[src/rtl/mips_bus_access_unit.sv]
// Bus access unit: arbitrates fetch and data channels onto one Avalon-style bus.
// Define BUS_ENDIAN_SWAP_EN for a big-endian core (byte-swapped lane mapping).
module mips_bus_access_unit #(
  parameter int unsigned ADDR_WIDTH     = 32,
  parameter int unsigned TIMEOUT_CYCLES = 255,
  parameter bit          DATA_PRIORITY  = 1'b1
) (
  input  logic                  clk,
  input  logic                  reset,
  input  logic                  if_req,
  input  logic [ADDR_WIDTH-1:0] if_addr,
  output logic                  if_ready,
  output logic [31:0]           if_rdata,
  input  logic                  d_req,
  input  logic                  d_we,
  input  logic [ADDR_WIDTH-1:0] d_addr,
  input  logic [1:0]            d_size,
  input  logic                  d_signed,
  input  logic [31:0]           d_wdata,
  output logic                  d_ready,
  output logic [31:0]           d_rdata,
  output logic                  d_err,
  output logic [ADDR_WIDTH-1:0] address,
  output logic                  read,
  output logic                  write,
  output logic [3:0]            byteenable,
  output logic [31:0]           writedata,
  input  logic                  waitrequest,
  input  logic [31:0]           readdata,
  output logic                  busy,
  output logic                  timeout_err
);

`ifdef BUS_ENDIAN_SWAP_EN
  localparam bit SwapEn = 1'b1;
`else
  localparam bit SwapEn = 1'b0;
`endif

  typedef enum logic [1:0] {StIdle, StBus, StResp} state_e;

  state_e                state_q;
  logic                  is_data_q;
  logic [1:0]            off_q;
  logic [1:0]            size_q;
  logic                  sign_q;
  logic [31:0]           wait_cnt_q;
  logic [ADDR_WIDTH-1:0] address_q;
  logic                  read_q, write_q;
  logic [3:0]            byteenable_q;
  logic [31:0]           writedata_q;
  logic                  if_ready_q, d_ready_q, d_err_q, timeout_err_q;
  logic [31:0]           if_rdata_q, d_rdata_q;

  function automatic logic [31:0] bswap(input logic [31:0] v);
    return {v[7:0], v[15:8], v[23:16], v[31:24]};
  endfunction

  logic        sel_data, misaligned, tmo_hit;
  logic [3:0]  st_be;
  logic [31:0] st_data, word_core, ld_val;
  logic [15:0] st_half, half_raw, half_v;
  logic [7:0]  lane_b;

  assign sel_data   = d_req && (DATA_PRIORITY || !if_req);
  assign misaligned = (d_size == 2'd3) || (d_size == 2'd1 && d_addr[0]) ||
                      (d_size == 2'd2 && d_addr[1:0] != 2'b00);
  assign tmo_hit    = (TIMEOUT_CYCLES != 0) && waitrequest &&
                      (wait_cnt_q + 32'd1 == TIMEOUT_CYCLES);
  assign st_half    = SwapEn ? {d_wdata[7:0], d_wdata[15:8]} : d_wdata[15:0];
  assign word_core  = SwapEn ? bswap(readdata) : readdata;

  // Store lanes: sub-word data replicated so every candidate lane carries it.
  always_comb begin
    st_be   = 4'b1111;
    st_data = SwapEn ? bswap(d_wdata) : d_wdata;
    case (d_size)
      2'd0: begin
        st_be   = 4'b0001 << d_addr[1:0];
        st_data = {4{d_wdata[7:0]}};
      end
      2'd1: begin
        st_be   = 4'b0011 << d_addr[1:0];
        st_data = {2{st_half}};
      end
      default: ;
    endcase
  end

  always_comb begin
    lane_b   = readdata[{off_q, 3'b000} +: 8];
    half_raw = readdata[{off_q[1], 4'b0000} +: 16];
    half_v   = SwapEn ? {half_raw[7:0], half_raw[15:8]} : half_raw;
    case (size_q)
      2'd0:    ld_val = {{24{sign_q & lane_b[7]}}, lane_b};
      2'd1:    ld_val = {{16{sign_q & half_v[15]}}, half_v};
      default: ld_val = word_core;
    endcase
  end

  always_ff @(posedge clk) begin
    if (reset) begin
      state_q       <= StIdle;
      is_data_q     <= 1'b0;
      off_q         <= 2'b00;
      size_q        <= 2'b00;
      sign_q        <= 1'b0;
      wait_cnt_q    <= '0;
      address_q     <= '0;
      read_q        <= 1'b0;
      write_q       <= 1'b0;
      byteenable_q  <= 4'b0000;
      writedata_q   <= '0;
      if_ready_q    <= 1'b0;
      d_ready_q     <= 1'b0;
      d_err_q       <= 1'b0;
      timeout_err_q <= 1'b0;
      if_rdata_q    <= '0;
      d_rdata_q     <= '0;
    end else begin
      case (state_q)
        StIdle: begin
          if (sel_data) begin
            is_data_q <= 1'b1;
            off_q     <= d_addr[1:0];
            size_q    <= d_size;
            sign_q    <= d_signed;
            if (misaligned) begin
              state_q   <= StResp;
              d_ready_q <= 1'b1;
              d_err_q   <= 1'b1;
              d_rdata_q <= '0;
            end else begin
              state_q      <= StBus;
              wait_cnt_q   <= '0;
              address_q    <= {d_addr[ADDR_WIDTH-1:2], 2'b00};
              read_q       <= !d_we;
              write_q      <= d_we;
              byteenable_q <= d_we ? st_be : 4'b1111;
              writedata_q  <= d_we ? st_data : 32'd0;
            end
          end else if (if_req) begin
            is_data_q    <= 1'b0;
            state_q      <= StBus;
            wait_cnt_q   <= '0;
            address_q    <= {if_addr[ADDR_WIDTH-1:2], 2'b00};
            read_q       <= 1'b1;
            write_q      <= 1'b0;
            byteenable_q <= 4'b1111;
          end
        end
        StBus: begin
          if (!waitrequest || tmo_hit) begin
            state_q      <= StResp;
            read_q       <= 1'b0;
            write_q      <= 1'b0;
            byteenable_q <= 4'b0000;
            if (tmo_hit) timeout_err_q <= 1'b1;
            if (is_data_q) begin
              d_ready_q <= 1'b1;
              d_err_q   <= tmo_hit;
              d_rdata_q <= (tmo_hit || write_q) ? 32'd0 : ld_val;
            end else begin
              if_ready_q <= 1'b1;
              if_rdata_q <= tmo_hit ? 32'd0 : word_core;
            end
          end else begin
            wait_cnt_q <= wait_cnt_q + 32'd1;
          end
        end
        StResp: begin
          state_q    <= StIdle;
          if_ready_q <= 1'b0;
          d_ready_q  <= 1'b0;
          d_err_q    <= 1'b0;
        end
        default: state_q <= StIdle;
      endcase
    end
  end

  assign if_ready    = if_ready_q;
  assign if_rdata    = if_rdata_q;
  assign d_ready     = d_ready_q;
  assign d_rdata     = d_rdata_q;
  assign d_err       = d_err_q;
  assign address     = address_q;
  assign read        = read_q;
  assign write       = write_q;
  assign byteenable  = byteenable_q;
  assign writedata   = writedata_q;
  assign busy        = (state_q != StIdle);
  assign timeout_err = timeout_err_q;

endmodule
[config.mk]
export PLATFORM = sky130hd
export DESIGN_NAME = mips_bus_access_unit
export DESIGN_NICKNAME = d
export VERILOG_FILES = /design/src/rtl/mips_bus_access_unit.sv
export SDC_FILE = /design/constraint.sdc
export NUM_CORES = 1
export LEC_CHECK = 0
export CAP_MARGIN = 30
export CORE_MARGIN = 5
export CORE_UTILIZATION = 50
export CTS_BUF_LIST = sky130_fd_sc_hd__clkbuf_16
export CTS_CLUSTER_DIAMETER = 120
export DETAILED_ROUTE_END_ITERATION = 10
export DONT_BUFFER_PORTS = 1
export PLACE_DENSITY_LB_ADDON = 0.1
export SLEW_MARGIN = 5
export SYNTH_ARGS = -nofsm -noshare
export SYNTH_HDL_FRONTEND = slang
export SYNTH_SLANG_ARGS = --single-unit
[constraint.sdc]
create_clock -name clk -period 9.7 [get_ports clk]
set_clock_uncertainty 0.15 [all_clocks]
set_input_delay 1.455 -clock clk [delete_from_list [all_inputs] [get_ports clk]]
set_output_delay 1.455 -clock clk [all_outputs]
set_load 0.005 [all_outputs]
---- After elaboration in Yosys (flattened, before gate mapping) ----
Cells that the tools add are included.
Widths: inputs -> output; s select.
storage, ports and cells
  bits in registers ....................... 178
  input port bits ......................... 137
  output and inout port bits .............. 139
  word-level logic and storage cells ...... 123
operators by class
  $add $sub $neg .......................... 1
  eq/ne operators ......................... 16
  shift-type cells ........................ 4
  multiplexer cells ....................... 51
  bitwise operators ....................... 4
  reduce and logical (&&, ||, !) cells .... 30
operator list
  cell                   count
  $mux 32                14
  $pmux 32 s2            4
  $add 32x1->32 const B  1
  $eq 32x8->1 const B    1
  $shiftx 32x6->16       1
  $shiftx 32x6->8        1
  $mux 4                 5
  $mux 1                 16
  $pmux 4 s2             2
  $reduce_and 3->1       5
  $ne 2x2->1 const B     7
  $reduce_and 5->1       2
  $reduce_bool 2->1      5
  $mux 2                 4
  $reduce_and 4->1       2
  $eq 2x1->1 const B     3
  $eq 2x2->1 const B     3
  $logic_not 2->1        3
  $ne 3x3->1 const B     2
  $pmux 1 s2             3
  $pmux 1 s3             2
  $reduce_and 2->1       3
  $logic_or 1x1->1       4
  $pmux 2 s2             1
  7 further kinds        12

---- Longest topological paths before layout ----
Gate-level depths: netlist of run 1.
  word-level depth ........................ 8
  depth in mapped cells ................... 12
  gate-level depth less buffers ........... 9

---- Least setup slack after synthesis of run 1 ----
No wires, ideal clock.
  path type ............................... reg2reg
  start ................................... register wait_cnt_q[1]
  end ..................................... register byteenable_q[0] (netlist: byteenable[0])
  library setup time ...................... 0.127 ns
  arrival time ............................ 3.566 ns
  required time ........................... 9.423 ns
  setup slack ............................. 5.857 ns
  stages on the path, launching flop included .. 12
  buffers on the path ..................... 2
  clock period less this slack ............ 3.843 ns
  cell sequence ........................... dfxtp_1 -> ha_1 -> nand3_2 -> or3_1 -> buf_2 -> or4_4 -> o31a_1 -> or4_4 -> or3_1 -> buf_6 -> a221oi_4 -> o21ai_1
on the way
  cells in the longest elaborated chain, start to end .. 6
RTL lines
  item                        RTL line  text
  start: declaration          47        logic [31:0] wait_cnt_q;
  start signal: assignment    168       wait_cnt_q <= wait_cnt_q + 32'd1;
  $add 32x1->32               69        (wait_cnt_q + 32'd1 == TIMEOUT_CYCLES);
  $eq 32x8->1                 69
  $logic_and 1x1->1           68        assign tmo_hit = (TIMEOUT_CYCLES != 0) && waitrequest &&
  $logic_or 1x1->1            153       if (!waitrequest || tmo_hit) begin
  $ne 2x2->1 (no line)        n/a
  $reduce_and 4->1 (no line)  n/a
  end signal: assignment      139       byteenable_q <= d_we ? st_be : 4'b1111;
  end: declaration            50        logic [3:0] byteenable_q;
No other way between the ends.
A chain may end at the register's enable or synchronous reset.

---- Worst setup path after layout of run 1 ----
  start ................................... register wait_cnt_q[1]
  end ..................................... register byteenable_q[1] (netlist: byteenable[1])
Same word-level chain as after synthesis.

==> results of run 1 <==
[worst max-delay path by stage]
stage	cells past startpoint	to	from	slack, ns
after floorplan	11	byteenable[0]	wait_cnt_q[1]	5.86
after global placement	9	d_rdata[26]	wait_cnt_q[1]	4.91
after detailed placement	10	byteenable[2]	wait_cnt_q[1]	5.28
after CTS	10	byteenable[1]	wait_cnt_q[1]	5.27
after global routing	10	read	wait_cnt_q[1]	4.98
final	10	byteenable[1]	wait_cnt_q[1]	5.24
[synthesized netlist by cell type (3+ instances only)]
library cell | number | area share (%)
sky130_fd_sc_hd__a211oi_1 | 31 | 2.7
sky130_fd_sc_hd__a21oi_1 | 50 | 2.9
sky130_fd_sc_hd__a221oi_1 | 3 | 0.30
sky130_fd_sc_hd__a22o_1 | 32 | 3.2
sky130_fd_sc_hd__a31oi_1 | 35 | 2.5
sky130_fd_sc_hd__and2_1 | 3 | 0.22
sky130_fd_sc_hd__and3_1 | 5 | 0.36
sky130_fd_sc_hd__and4_1 | 5 | 0.51
sky130_fd_sc_hd__buf_1 | 6 | 0.26
sky130_fd_sc_hd__buf_2 | 24 | 1.4
sky130_fd_sc_hd__clkbuf_1 | 59 | 2.6
sky130_fd_sc_hd__dfxtp_1 | 176 | 41
sky130_fd_sc_hd__ha_1 | 5 | 0.73
sky130_fd_sc_hd__inv_1 | 58 | 2.5
sky130_fd_sc_hd__mux2_2 | 17 | 2.2
sky130_fd_sc_hd__mux2i_1 | 43 | 5.0
sky130_fd_sc_hd__nand2_1 | 110 | 4.8
sky130_fd_sc_hd__nand2b_1 | 5 | 0.36
sky130_fd_sc_hd__nand3_1 | 64 | 3.7
sky130_fd_sc_hd__nand3b_1 | 6 | 0.52
sky130_fd_sc_hd__nand4_1 | 15 | 1.1
sky130_fd_sc_hd__nor2_1 | 60 | 2.6
sky130_fd_sc_hd__nor2b_1 | 5 | 0.36
sky130_fd_sc_hd__nor3_1 | 14 | 0.81
sky130_fd_sc_hd__nor4_1 | 8 | 0.58
sky130_fd_sc_hd__o211ai_1 | 13 | 1.1
sky130_fd_sc_hd__o21a_1 | 4 | 0.35
sky130_fd_sc_hd__o21ai_0 | 53 | 3.1
sky130_fd_sc_hd__o21ai_1 | 12 | 0.70
sky130_fd_sc_hd__o221ai_1 | 12 | 1.2
sky130_fd_sc_hd__o22a_1 | 7 | 0.71
sky130_fd_sc_hd__o22ai_1 | 3 | 0.22
sky130_fd_sc_hd__o32ai_1 | 33 | 3.4
sky130_fd_sc_hd__or2_2 | 3 | 0.22
sky130_fd_sc_hd__or3_1 | 5 | 0.36
sky130_fd_sc_hd__or3b_2 | 3 | 0.30
sky130_fd_sc_hd__or4_1 | 5 | 0.44
sky130_fd_sc_hd__xnor2_1 | 9 | 0.91
[metrics by stage]
stage               instances  utilization (%)
floorplan                1035                -
global placement         1178            50.37
detailed placement       1180            50.69
CTS                      1211            53.85
global route             1212            53.89
finish                   1212            53.89
[cells in the final DEF, fill, tap and decap left out, types with 5 or more instances in the layout]
cell type,netlist,routed
sky130_fd_sc_hd__a211oi_1,31,31
sky130_fd_sc_hd__a21oi_1,50,49
sky130_fd_sc_hd__a22o_1,32,32
sky130_fd_sc_hd__a31oi_1,35,35
sky130_fd_sc_hd__and3_1,5,5
sky130_fd_sc_hd__and4_1,5,5
sky130_fd_sc_hd__buf_4,2,10
sky130_fd_sc_hd__clkbuf_16,0,17
sky130_fd_sc_hd__dfxtp_1,176,176
sky130_fd_sc_hd__ha_1,5,5
sky130_fd_sc_hd__inv_1,58,59
sky130_fd_sc_hd__mux2_2,17,17
sky130_fd_sc_hd__mux2i_1,43,43
sky130_fd_sc_hd__nand2_1,110,110
sky130_fd_sc_hd__nand2b_1,5,5
sky130_fd_sc_hd__nand3_1,64,64
sky130_fd_sc_hd__nand3b_1,6,6
sky130_fd_sc_hd__nand4_1,15,15
sky130_fd_sc_hd__nor2_1,60,57
sky130_fd_sc_hd__nor2b_1,5,5
sky130_fd_sc_hd__nor3_1,14,12
sky130_fd_sc_hd__nor4_1,8,8
sky130_fd_sc_hd__o211ai_1,13,13
sky130_fd_sc_hd__o21ai_0,53,53
sky130_fd_sc_hd__o21ai_1,12,12
sky130_fd_sc_hd__o221ai_1,12,12
sky130_fd_sc_hd__o22a_1,7,7
sky130_fd_sc_hd__o32ai_1,33,33
sky130_fd_sc_hd__or3_1,5,5
sky130_fd_sc_hd__or4_1,5,5
sky130_fd_sc_hd__xnor2_1,9,9
[registers in the layout, summed over array words and instances (netlist names), 2 cells and up]
name and count:
off_q 2, size_q 2, if_rdata 32, writedata 32, state_q 2, address 30, d_rdata 32, byteenable 4
wait_cnt_q 32
[report_power, final]
part	total (mW)	internal [mW]	switching, mW
registers	0.831	0.776	0.0550
logic	0.270	0.101	0.169
clock network	0.633	0.331	0.302
total	1.73	1.21	0.526
[logic make-up after synthesis]
kind of cell             share of synthesized area [%]
AND/OR/NAND/NOR                                  18.15
multiplexers                                     7.470
flip-flops                                       40.85
AO/OA/AOI/OAI                                    24.80
buffers and inverters                            7.050
adder cells (fa/ha/maj)                         0.7253
XOR/XNOR                                        0.9139
other                                          0.04347
[layout make-up]
class,count,area (um^2),share of cell area [%]
Clock buffer,17,425.4,4.612
Clock inverter,14,113.9,1.234
Inverter,58,217.7,2.360
Multi-Input combinational cell,709,4524,49.05
Sequential cell,176,3523,38.20
Tap cell,225,281.5,3.052
Timing Repair Buffer,13,137.6,1.492
[routing by layer]
| layer | share of wire [%] | up-vias |
|---|---|---|
| met2 | 46 | 336 |
| met4 | 1.9 | 0 |
| met1 | 42 | 3498 |
| met5 | 0 | - |
| met3 | 9.7 | 36 |
| li1 | - | 3687 |
[critical path: stages, from the launching register on]
cell	delay (ns)
sky130_fd_sc_hd__dfxtp_1	0.45
sky130_fd_sc_hd__ha_1	0.33
sky130_fd_sc_hd__nand3_2	0.17
sky130_fd_sc_hd__or3_1	0.54
sky130_fd_sc_hd__or4_4	0.61
sky130_fd_sc_hd__o31a_1	0.27
sky130_fd_sc_hd__or4_4	0.57
sky130_fd_sc_hd__or3_1	0.36
sky130_fd_sc_hd__buf_4	0.28
sky130_fd_sc_hd__a221oi_4	0.45
sky130_fd_sc_hd__o21ai_1	0.13
==> flow_summary.json, run 1 <==
{
  "status": "finished clean",
  "finalWeightedCongestion": 0.8555,
  "hold_end": "writedata[20]",
  "sort_of_element_at_the_end_of_the_critical_path": "flop",
  "final-setup-viol-count": 0,
  "detailroute.via_count": 7557,
  "worst_slew_margin_rel_pct": 39.11,
  "gr-usage-met3_pct": 7.583,
  "fin_crit_ns": 4.461,
  "core_region_area_um2": 17120,
  "peak_supply_drop_mv": 0.1508,
  "grt_util_all_layers_pct": 24.38,
  "max-clock-path-buffers": 2,
  "design_area_um2": 9224,
  "final_max_slew_viol_count": 0,
  "dpl_cell_area_um2": 8677,
  "post_cts_hold_buffer_count": 0,
  "hold_viol_final": 0,
  "hold_path_startpoint": "writedata[20]",
  "fmax_ghz": 0.2242,
  "worst_hold_slack_ns": 0.3238,
  "vias_per_cell": 6.235,
  "grt_setup_unrepaired": "false",
  "drive_above_1_share_pct": 8.004,
  "synth_sequential_area_ratio_pct": 40.85,
  "critical_path_class": "flop to flop",
  "antenna_violations_before_repair": 0,
  "first_global_vias": 6966,
  "synth_enable_flop_cells": 0,
  "clock_insertion_delay_worst_skew_ns": 0.42,
  "finish.net_count": 1117,
  "grt_use_met2_pct": 38.60,
  "cts_setup_buffers": 0,
  "reg2regPathDepth": 10,
  "htree_num_levels": 4,
  "hold_path_depth": 2,
  "drt_drc_violations_left": 0,
  "r2r-end": "byteenable[1]",
  "chipHeight_um": 141.3,
  "pin_count": 276,
  "cp_data_required_time_ns": 9.85,
  "row_count": 48,
  "numPortBuffers": 0,
  "drt_pass1_iterations": 5,
  "grt_util_met1_pct": 32.12,
  "grt_start_max_net_pins": 81,
  "global_route_wire_length_before_repair_um": 39500,
  "worstSetupStartpointType": "flop",
  "floorplan.die_area_um2": 19980,
  "fin_tns_setup_ns": 0,
  "cap_viol_max_count": 0,
  "route.antenna.remaining_nets": 0,
  "critical_path.reg2reg.startpoint": "wait_cnt_q[1]",
  "worst_setup_hold_path_clk_slew_ns": 0.07,
  "cts_made_buffers": 17,
  "power_density_nw_per_um2": 188.0,
  "path_max_fanout": 45,
  "max_slew.worst_pin.slew_ns": 0.9114,
  "initial_core_util_pct": 50.39,
  "cts.root.buffer_cell": "sky130_fd_sc_hd__clkbuf_16",
  "post_synth_num_cell_types": 63,
  "syn_inst": 1034,
  "count_of_instances_resized_after_the_clock_tree_is_built": 0,
  "setup.reg_to_reg.worst_slack_ns": 5.24,
  "area_growth_pct": 6.934,
  "synth_ff_type": "sky130_fd_sc_hd__dfxtp_1",
  "dieWidth_um": 141.3,
  "hpwl_um": 18100,
  "tritoncts_num_sinks": 176,
  "diodes": 0,
  "syn-mean-instance-area_um2": 8.342,
  "synth.yosys.warnings": 0,
  "leakage_nw": 3.107,
  "cts_tree": "done",
  "synth_area_um2": 8626,
  "postSynth.asyncResetShare_pct": 0,
  "top_usage_layer": "met2",
  "hp-class": "flop to flop",
  "routedWlPerCell_um": 20.79,
  "p_total_mw": 1.734,
  "period_utilisation_layout_pct": 45.99,
  "setup_ws_ns": 5.239,
  "totalWireLength_um": 25200,
  "drtIter0Drc": 732,
  "yosys_register_bits": 176,
  "pre_cts_ws_ns": 5.281,
  "final.fill_count": 1625,
  "worst-endpoint-arrival_ns": 4.61,
  "gr-total-overflow": 0
}
No activity file was read; power rests on OpenSTA's default activity.
==> inputs of run 2 (changes only) <==
--- a/config.mk
+++ b/config.mk
@@ -5,6 +5,7 @@
 export SDC_FILE = /design/constraint.sdc
 export NUM_CORES = 1
 export LEC_CHECK = 0
+export ABC_AREA = 1
 export CAP_MARGIN = 30
 export CORE_MARGIN = 5
 export CORE_UTILIZATION = 50
==> constraint.sdc (replaced) <==
create_clock -name clk -period 3.7 [get_ports clk]
set_clock_uncertainty 0.15 [all_clocks]
set_input_delay 0.555 -clock clk [delete_from_list [all_inputs] [get_ports clk]]
set_output_delay 0.555 -clock clk [all_outputs]
set_load 0.005 [all_outputs]
==> run 2 against run 1 <==
Compared with the run above: total power rose to 3.0 times the previous value; sequential share of layout area shrank 2.8 points; flip-flop and latch count is the same; final area is 8.0% higher; largest power group unchanged.
==> flow_summary.json, run 2 <==
{
  "leakage_nw": 3.928,
  "gr-total-overflow": 0,
  "post_synth_num_cell_types": 35,
  "synth_sequential_area_ratio_pct": 37.79,
  "grt_setup_unrepaired": "false",
  "cap_viol_max_count": 0,
  "design_area_um2": 9961,
  "worstSetupStartpointType": "flop",
  "final.fill_count": 1867,
  "synth_top_cell_area_share_pct": 37.79,
  "cp_data_required_time_ns": 3.91,
  "postSynth.asyncResetShare_pct": 0,
  "totalWireLength_um": 28260,
  "final-setup-viol-count": 0,
  "first_global_vias": 8243,
  "dieWidth_um": 146.6,
  "hold_viol_final": 0,
  "area_growth_pct": 6.845,
  "fmax_ghz": 0.3244,
  "pin_count": 276,
  "drt_pass1_iterations": 5,
  "fin_crit_ns": 3.083,
  "met2_routed_wirelength_um": 13220,
  "status": "finished clean",
  "most-common-layout-cells": "sky130_fd_sc_hd__nand2_1 (461), sky130_fd_sc_hd__nor2_1 (258), sky130_fd_sc_hd__dfxtp_1 (176)",
  "worst-endpoint-arrival_ns": 3.29,
  "count_of_instances_resized_after_the_clock_tree_is_built": 0,
  "synth.yosys.warnings": 0,
  "synth.largest_area_cell": "sky130_fd_sc_hd__dfxtp_1",
  "period_utilisation_layout_pct": 83.32,
  "floorplan.die_area_um2": 21480,
  "initial_core_util_pct": 50.34,
  "tritoncts_num_sinks": 176,
  "clock_insertion_delay_worst_skew_ns": 0.43,
  "cts_tree": "done",
  "syn_inst": 1486,
  "p_total_mw": 5.280,
  "power_density_nw_per_um2": 530.0,
  "worst_setup_hold_path_clk_slew_ns": 0.07,
  "top_count_cell_post_synth": "sky130_fd_sc_hd__nand2_1",
  "post_cts_hold_buffer_count": 0,
  "grt_start_max_net_pins": 90,
  "chipHeight_um": 146.6,
  "core_region_area_um2": 18520,
  "finalWeightedCongestion": 0.8806,
  "sort_of_element_at_the_end_of_the_critical_path": "flop",
  "syn-mean-instance-area_um2": 6.274,
  "synth_top_cells_by_area": "sky130_fd_sc_hd__dfxtp_1 (38%), sky130_fd_sc_hd__nand2_1 (19%), sky130_fd_sc_hd__nor2_1 (10%), sky130_fd_sc_hd__a21oi_1 (6.8%), sky130_fd_sc_hd__inv_1 (4.1%)",
  "grt_util_all_layers_pct": 25.26,
  "routedWlPerCell_um": 16.72,
  "peak_supply_drop_mv": 0.3320,
  "hp-class": "input pin to flop",
  "detail_route.wirelength.met1_um": 12090,
  "max-clock-path-buffers": 2,
  "yosys_register_bits": 176,
  "detailroute.via_count": 9190,
  "cts_made_buffers": 17,
  "finish.net_count": 1584,
  "route.antenna.remaining_nets": 0,
  "synth_area_um2": 9323,
  "cts.root.buffer_cell": "sky130_fd_sc_hd__clkbuf_16",
  "cts_setup_buffers": 0,
  "drive_above_1_share_pct": 5.361,
  "drtIter0Drc": 678,
  "fin_tns_setup_ns": 0,
  "max_slew.worst_pin.slew_ns": 0.9586,
  "global_route_wire_length_before_repair_um": 44620,
  "final_max_slew_viol_count": 0,
  "layout_commonest_cell": "sky130_fd_sc_hd__nand2_1",
  "vias_per_cell": 5.438,
  "dpl_cell_area_um2": 9390,
  "critical_path_class": "flop to flop",
  "hpwl_um": 20390,
  "worst_slew_margin_rel_pct": 36.02,
  "highest_layer_used_for_signal_routing": "met4",
  "antenna_violations_before_repair": 0,
  "met3_wirelength_um": 2375,
  "path_max_fanout": 31,
  "synth_ff_type": "sky130_fd_sc_hd__dfxtp_1",
  "drt_drc_violations_left": 0,
  "numPortBuffers": 0,
  "htree_num_levels": 4,
  "synthTopCellsByCount": "sky130_fd_sc_hd__nand2_1 (461), sky130_fd_sc_hd__nor2_1 (260), sky130_fd_sc_hd__dfxtp_1 (176)",
  "row_count": 50,
  "synth_enable_flop_cells": 0
}
## run 2: cell types whose count changed after synthesis, moves of 18 or more
cell,change
sky130_fd_sc_hd__mux2i_1,-36
sky130_fd_sc_hd__a21oi_1,+76
sky130_fd_sc_hd__inv_1,+44
sky130_fd_sc_hd__a211oi_1,-31
sky130_fd_sc_hd__a22o_1,-32
sky130_fd_sc_hd__o32ai_1,-33
sky130_fd_sc_hd__nand2_1,+351
sky130_fd_sc_hd__nor3_1,+18
sky130_fd_sc_hd__o21ai_0,+20
sky130_fd_sc_hd__nor2_1,+200
## run 2: power breakdown
part | internal (mW) | switching, mW | total (mW)
clock network | 0.897 | 0.866 | 1.76
registers | 2.14 | 0.228 | 2.37
logic | 0.364 | 0.785 | 1.15
total | 3.40 | 1.88 | 5.28
## run 2: path summary, 6_finish.rpt
check | from | to | slack [ns] | cells after the start
hold reg to reg | is_data_q | is_data_q | 0.31 | 2
setup reg to reg | wait_cnt_q[1] | wait_cnt_q[5] | 0.62 | 16
hold / removal | reset | writedata[1] | 0.04 | 1
setup / recovery | wait_cnt_q[1] | wait_cnt_q[5] | 0.62 | 16
## run 2: kinds of logic (layout without fill, tap and decap cells)
kind of cell / Yosys count / after routing / synth area share (%)
multiplexers: 7 / 7 / 0.7516
buffers and inverters: 187 / 155 / 8.200
other: 1 / 3 / 0.04022
adder cells (fa/ha/maj): 5 / 5 / 0.6711
AND/OR/NAND/NOR: 848 / 848 / 37.28
flip-flops: 176 / 176 / 37.79
XOR/XNOR: 3 / 3 / 0.2819
AO/OA/AOI/OAI: 259 / 259 / 14.98
## run 2: final cells by class
class                           count  area, um^2  share of cell area [%]
Inverter                          106       397.9                   3.994
Clock buffer                       17       425.4                   4.271
Timing Repair Buffer               17       127.6                   1.281
Sequential cell                   176        3523                   35.37
Multi-Input combinational cell   1124        5049                   50.68
Tap cell                          234       292.8                   2.939
Antenna cell                        1       2.502                 0.02512
Clock inverter                     15       142.6                   1.432
## run 2: worst max-delay path: stages, from the launching register on
cell and delay (ns):
sky130_fd_sc_hd__dfxtp_1 0.41, sky130_fd_sc_hd__ha_1 0.25, sky130_fd_sc_hd__nand2_2 0.08, sky130_fd_sc_hd__nor2_4 0.20, sky130_fd_sc_hd__nand3_1 0.22, sky130_fd_sc_hd__nor2_1 0.15, sky130_fd_sc_hd__nand2_1 0.06, sky130_fd_sc_hd__nand2_1 0.08
sky130_fd_sc_hd__nor2_1 0.05, sky130_fd_sc_hd__nand2_1 0.09, sky130_fd_sc_hd__nor2_2 0.06, sky130_fd_sc_hd__nand3_2 0.14, sky130_fd_sc_hd__nand3_2 0.32, sky130_fd_sc_hd__nand2_1 0.15, sky130_fd_sc_hd__buf_4 0.33, sky130_fd_sc_hd__nand2_1 0.09
sky130_fd_sc_hd__a21oi_1 0.14
## run 2: stage by stage
| step | setup WS (ns) | instances | hold slack [ns] | util, % |
|---|---|---|---|---|
| CTS | 0.5906 | 1689 | 0.02710 | 53.78 |
| detailed placement | 0.6108 | 1657 | 0.3034 | 50.71 |
| finish | 0.6170 | 1690 | 0.03891 | 53.79 |
| global route | 0.2410 | 1689 | 0.02017 | 53.78 |
| global placement | 0.4116 | 1655 | 0.2974 | 50.63 |
| floorplan | 1.236 | 1487 | 0.2893 | - |
## run 2: layer usage
layer  up-vias  track usage (%)
met5         -                0
li1       4689                -
met1      4102            32.66
met3        40            7.387
met4         0            7.150
met2       359            41.19
==> inputs of run 3 (changes only) <==
==> constraint.sdc (replaced) <==
create_clock -name clk -period 2.5 [get_ports clk]
set_clock_uncertainty 0.15 [all_clocks]
set_input_delay 0.375 -clock clk [delete_from_list [all_inputs] [get_ports clk]]
set_output_delay 0.375 -clock clk [all_outputs]
set_load 0.005 [all_outputs]
==> run 3 against run 2 <==
Compared with the run above: the flow now finishes with violations (setup timing); critical path depth grew 2; combinational power grew 120%; sequential power increased by 48%; non-clock buffer count rose by 195; register-to-register slack worse by 0.80 ns; maximum frequency rose by 15%; total power increased by 66%; largest power group unchanged; highest routed layer unchanged.
==> flow_summary.json, run 3 (synthesis gave the netlist of run 2 again) <==
{
  "p_seq_share_pct": 39.9,
  "grt_setup_unrepaired": "true",
  "hold_viol_final": 0,
  "numPortBuffers": 0,
  "cp_data_required_time_ns": 2.67,
  "violations": "setup timing",
  "drt_pass1_iterations": 6,
  "finish.net_count": 1779,
  "tritoncts_num_sinks": 176,
  "cap_viol_max_count": 0,
  "diodes": 0,
  "p_clk_share_pct": 31.7,
  "p_total_mw": 8.780,
  "comb_power_share_pct": 28.5,
  "hp-class": "input pin to flop",
  "met2_routed_wirelength_um": 15690,
  "setup_ws_ns": -0.1810,
  "max_slew.worst_pin.slew_ns": 0.5224,
  "final_max_slew_viol_count": 0,
  "dieWidth_um": 146.6,
  "initial_core_util_pct": 50.34,
  "worstSetupStartpointType": "flop",
  "power_density_nw_per_um2": 716.2,
  "antenna_violations_before_repair": 0,
  "first_global_vias": 9481,
  "cts_tree": "done",
  "drt_drc_violations_left": 0,
  "critPathMaxStageDelay_ns": 0.36,
  "path_max_fanout": 8,
  "worst-endpoint-arrival_ns": 2.85,
  "grt_util_all_layers_pct": 28.65,
  "finalWeightedCongestion": 0.9212,
  "detail_route.wirelength.met1_um": 12980,
  "max-clock-path-buffers": 2,
  "crit_chain": "buf_6, nand2_2, nor2_4, nand2_4, nor2_4, nand2_1, nand2_1, nand2_1, nor2_2, nand2_2, buf_4, nor2_1, nand4_1, nand2_4, clkbuf_16, nor2_2, nor2_1, nor2_1",
  "multi_input_area_um2": 5276,
  "vias_per_cell": 5.488,
  "peak_supply_drop_mv": 0.4986,
  "internal_power_mw": 5.812,
  "floorplan.die_area_um2": 21480,
  "highest_layer_used_for_signal_routing": "met4",
  "core_region_area_um2": 18520,
  "worst_slew_margin_rel_pct": 64.94,
  "status": "finished with violations",
  "cp.buffers_inverters": 3,
  "worst_setup_hold_path_clk_slew_ns": 0.07,
  "fmax_ghz": 0.3730,
  "global_route_wire_length_before_repair_um": 50630,
  "final.fill_count": 1602,
  "final-seq-area_um2": 3538,
  "power_switching_mw": 2.969,
  "final-setup-viol-count": 96,
  "critical_path.slowest_cell": "sky130_fd_sc_hd__dfxtp_4",
  "chipHeight_um": 146.6,
  "routedWlPerCell_um": 17.39,
  "fin_tns_setup_ns": -7.743,
  "drive_above_1_share_pct": 13.34,
  "htree_num_levels": 4,
  "most-common-layout-cells": "sky130_fd_sc_hd__nand2_1 (451), sky130_fd_sc_hd__nor2_1 (232), sky130_fd_sc_hd__dfxtp_1 (168)",
  "fin_crit_ns": 2.681,
  "area_growth_pct": 31.51,
  "critical_path_class": "flop to flop",
  "leakage_nw": 5.018,
  "path_delay_family": "simple AND/OR/NAND/NOR gates",
  "route.antenna.remaining_nets": 0,
  "gr-total-overflow": 0,
  "cts.root.buffer_cell": "sky130_fd_sc_hd__clkbuf_16",
  "pre_cts_ws_ns": -0.1734,
  "grt_start_max_net_pins": 89,
  "detailroute.via_count": 10334,
  "period_utilisation_layout_pct": 107.2,
  "row_count": 50,
  "sort_of_element_at_the_end_of_the_critical_path": "flop",
  "cts_made_buffers": 17,
  "pin_count": 276,
  "hpwl_um": 21130,
  "swShare_pct": 33.81,
  "layout_commonest_cell": "sky130_fd_sc_hd__nand2_1",
  "clock_insertion_delay_worst_skew_ns": 0.43,
  "totalWireLength_um": 32740,
  "drtIter0Drc": 727,
  "met3_wirelength_um": 2937
}
-- run 3: metrics by stage --
stage	util, %	cell area, um^2	hold slack (ns)	cells
finish	66.21	12260	0.01944	1883
global placement	53.89	9978	0.2989	1722
detailed placement	53.93	9986	0.3005	1723
floorplan	-	9326	0.2893	1487
CTS	64.39	11920	0.01302	1871
global route	66.21	12260	0.03574	1883
-- run 3: routing by layer --
layer / vias to the layer above / track usage [%]
li1: 5064 / -
met1: 4732 / 35.50
met2: 461 / 48.02
met3: 77 / 7.604
met4: 0 / 10.40
met5: - / 0
-- run 3: cell type report --
type                       instances  area share [%]
clock buffer                      17           3.470
clock inverter                    14           1.459
inverter                         106           3.245
multi-input combinational       1124           43.04
sequential                       176           28.86
tap                              234           2.388
timing repair buffer             212           17.54
-- run 3: power by group through the flow --
stage	Combinational, mW	Sequential, mW	Clock, mW
2_1_floorplan	1.46	3.42	0
3_3_place_gp	1.84	3.56	0
3_5_place_dp	1.86	3.56	0
4_1_cts	2.27	3.50	2.82
5_1_grt	2.76	3.53	2.91
6_report	2.50	3.50	2.78
-- run 3: final timing paths --
check / from / depth (start not counted) / slack, ns / endpoint
worst min-delay path: d_addr[0] / 2 / 0.02 / off_q[0]
worst min register to register: is_data_q / 2 / 0.32 / is_data_q
worst max register to register: wait_cnt_q[1] / 18 / -0.18 / d_rdata[9]
worst max-delay path: wait_cnt_q[1] / 18 / -0.18 / d_rdata[9]
-- run 3: worst register-to-register path, delay by kind of cell (launching register included) --
family,cells,cell delay (ns)
buffers and inverters,3,0.45
DFF,1,0.36
and+or+nand+nor,15,1.62
-- run 3: timing repair --
action	in CTS	in global routing
hold endpoints to repair	120	0
resized for setup	33	54
setup endpoints to repair	107	110
gates cloned	4	6
pin swaps	17	54
hold buffers	108	0
buffers inserted	5	5
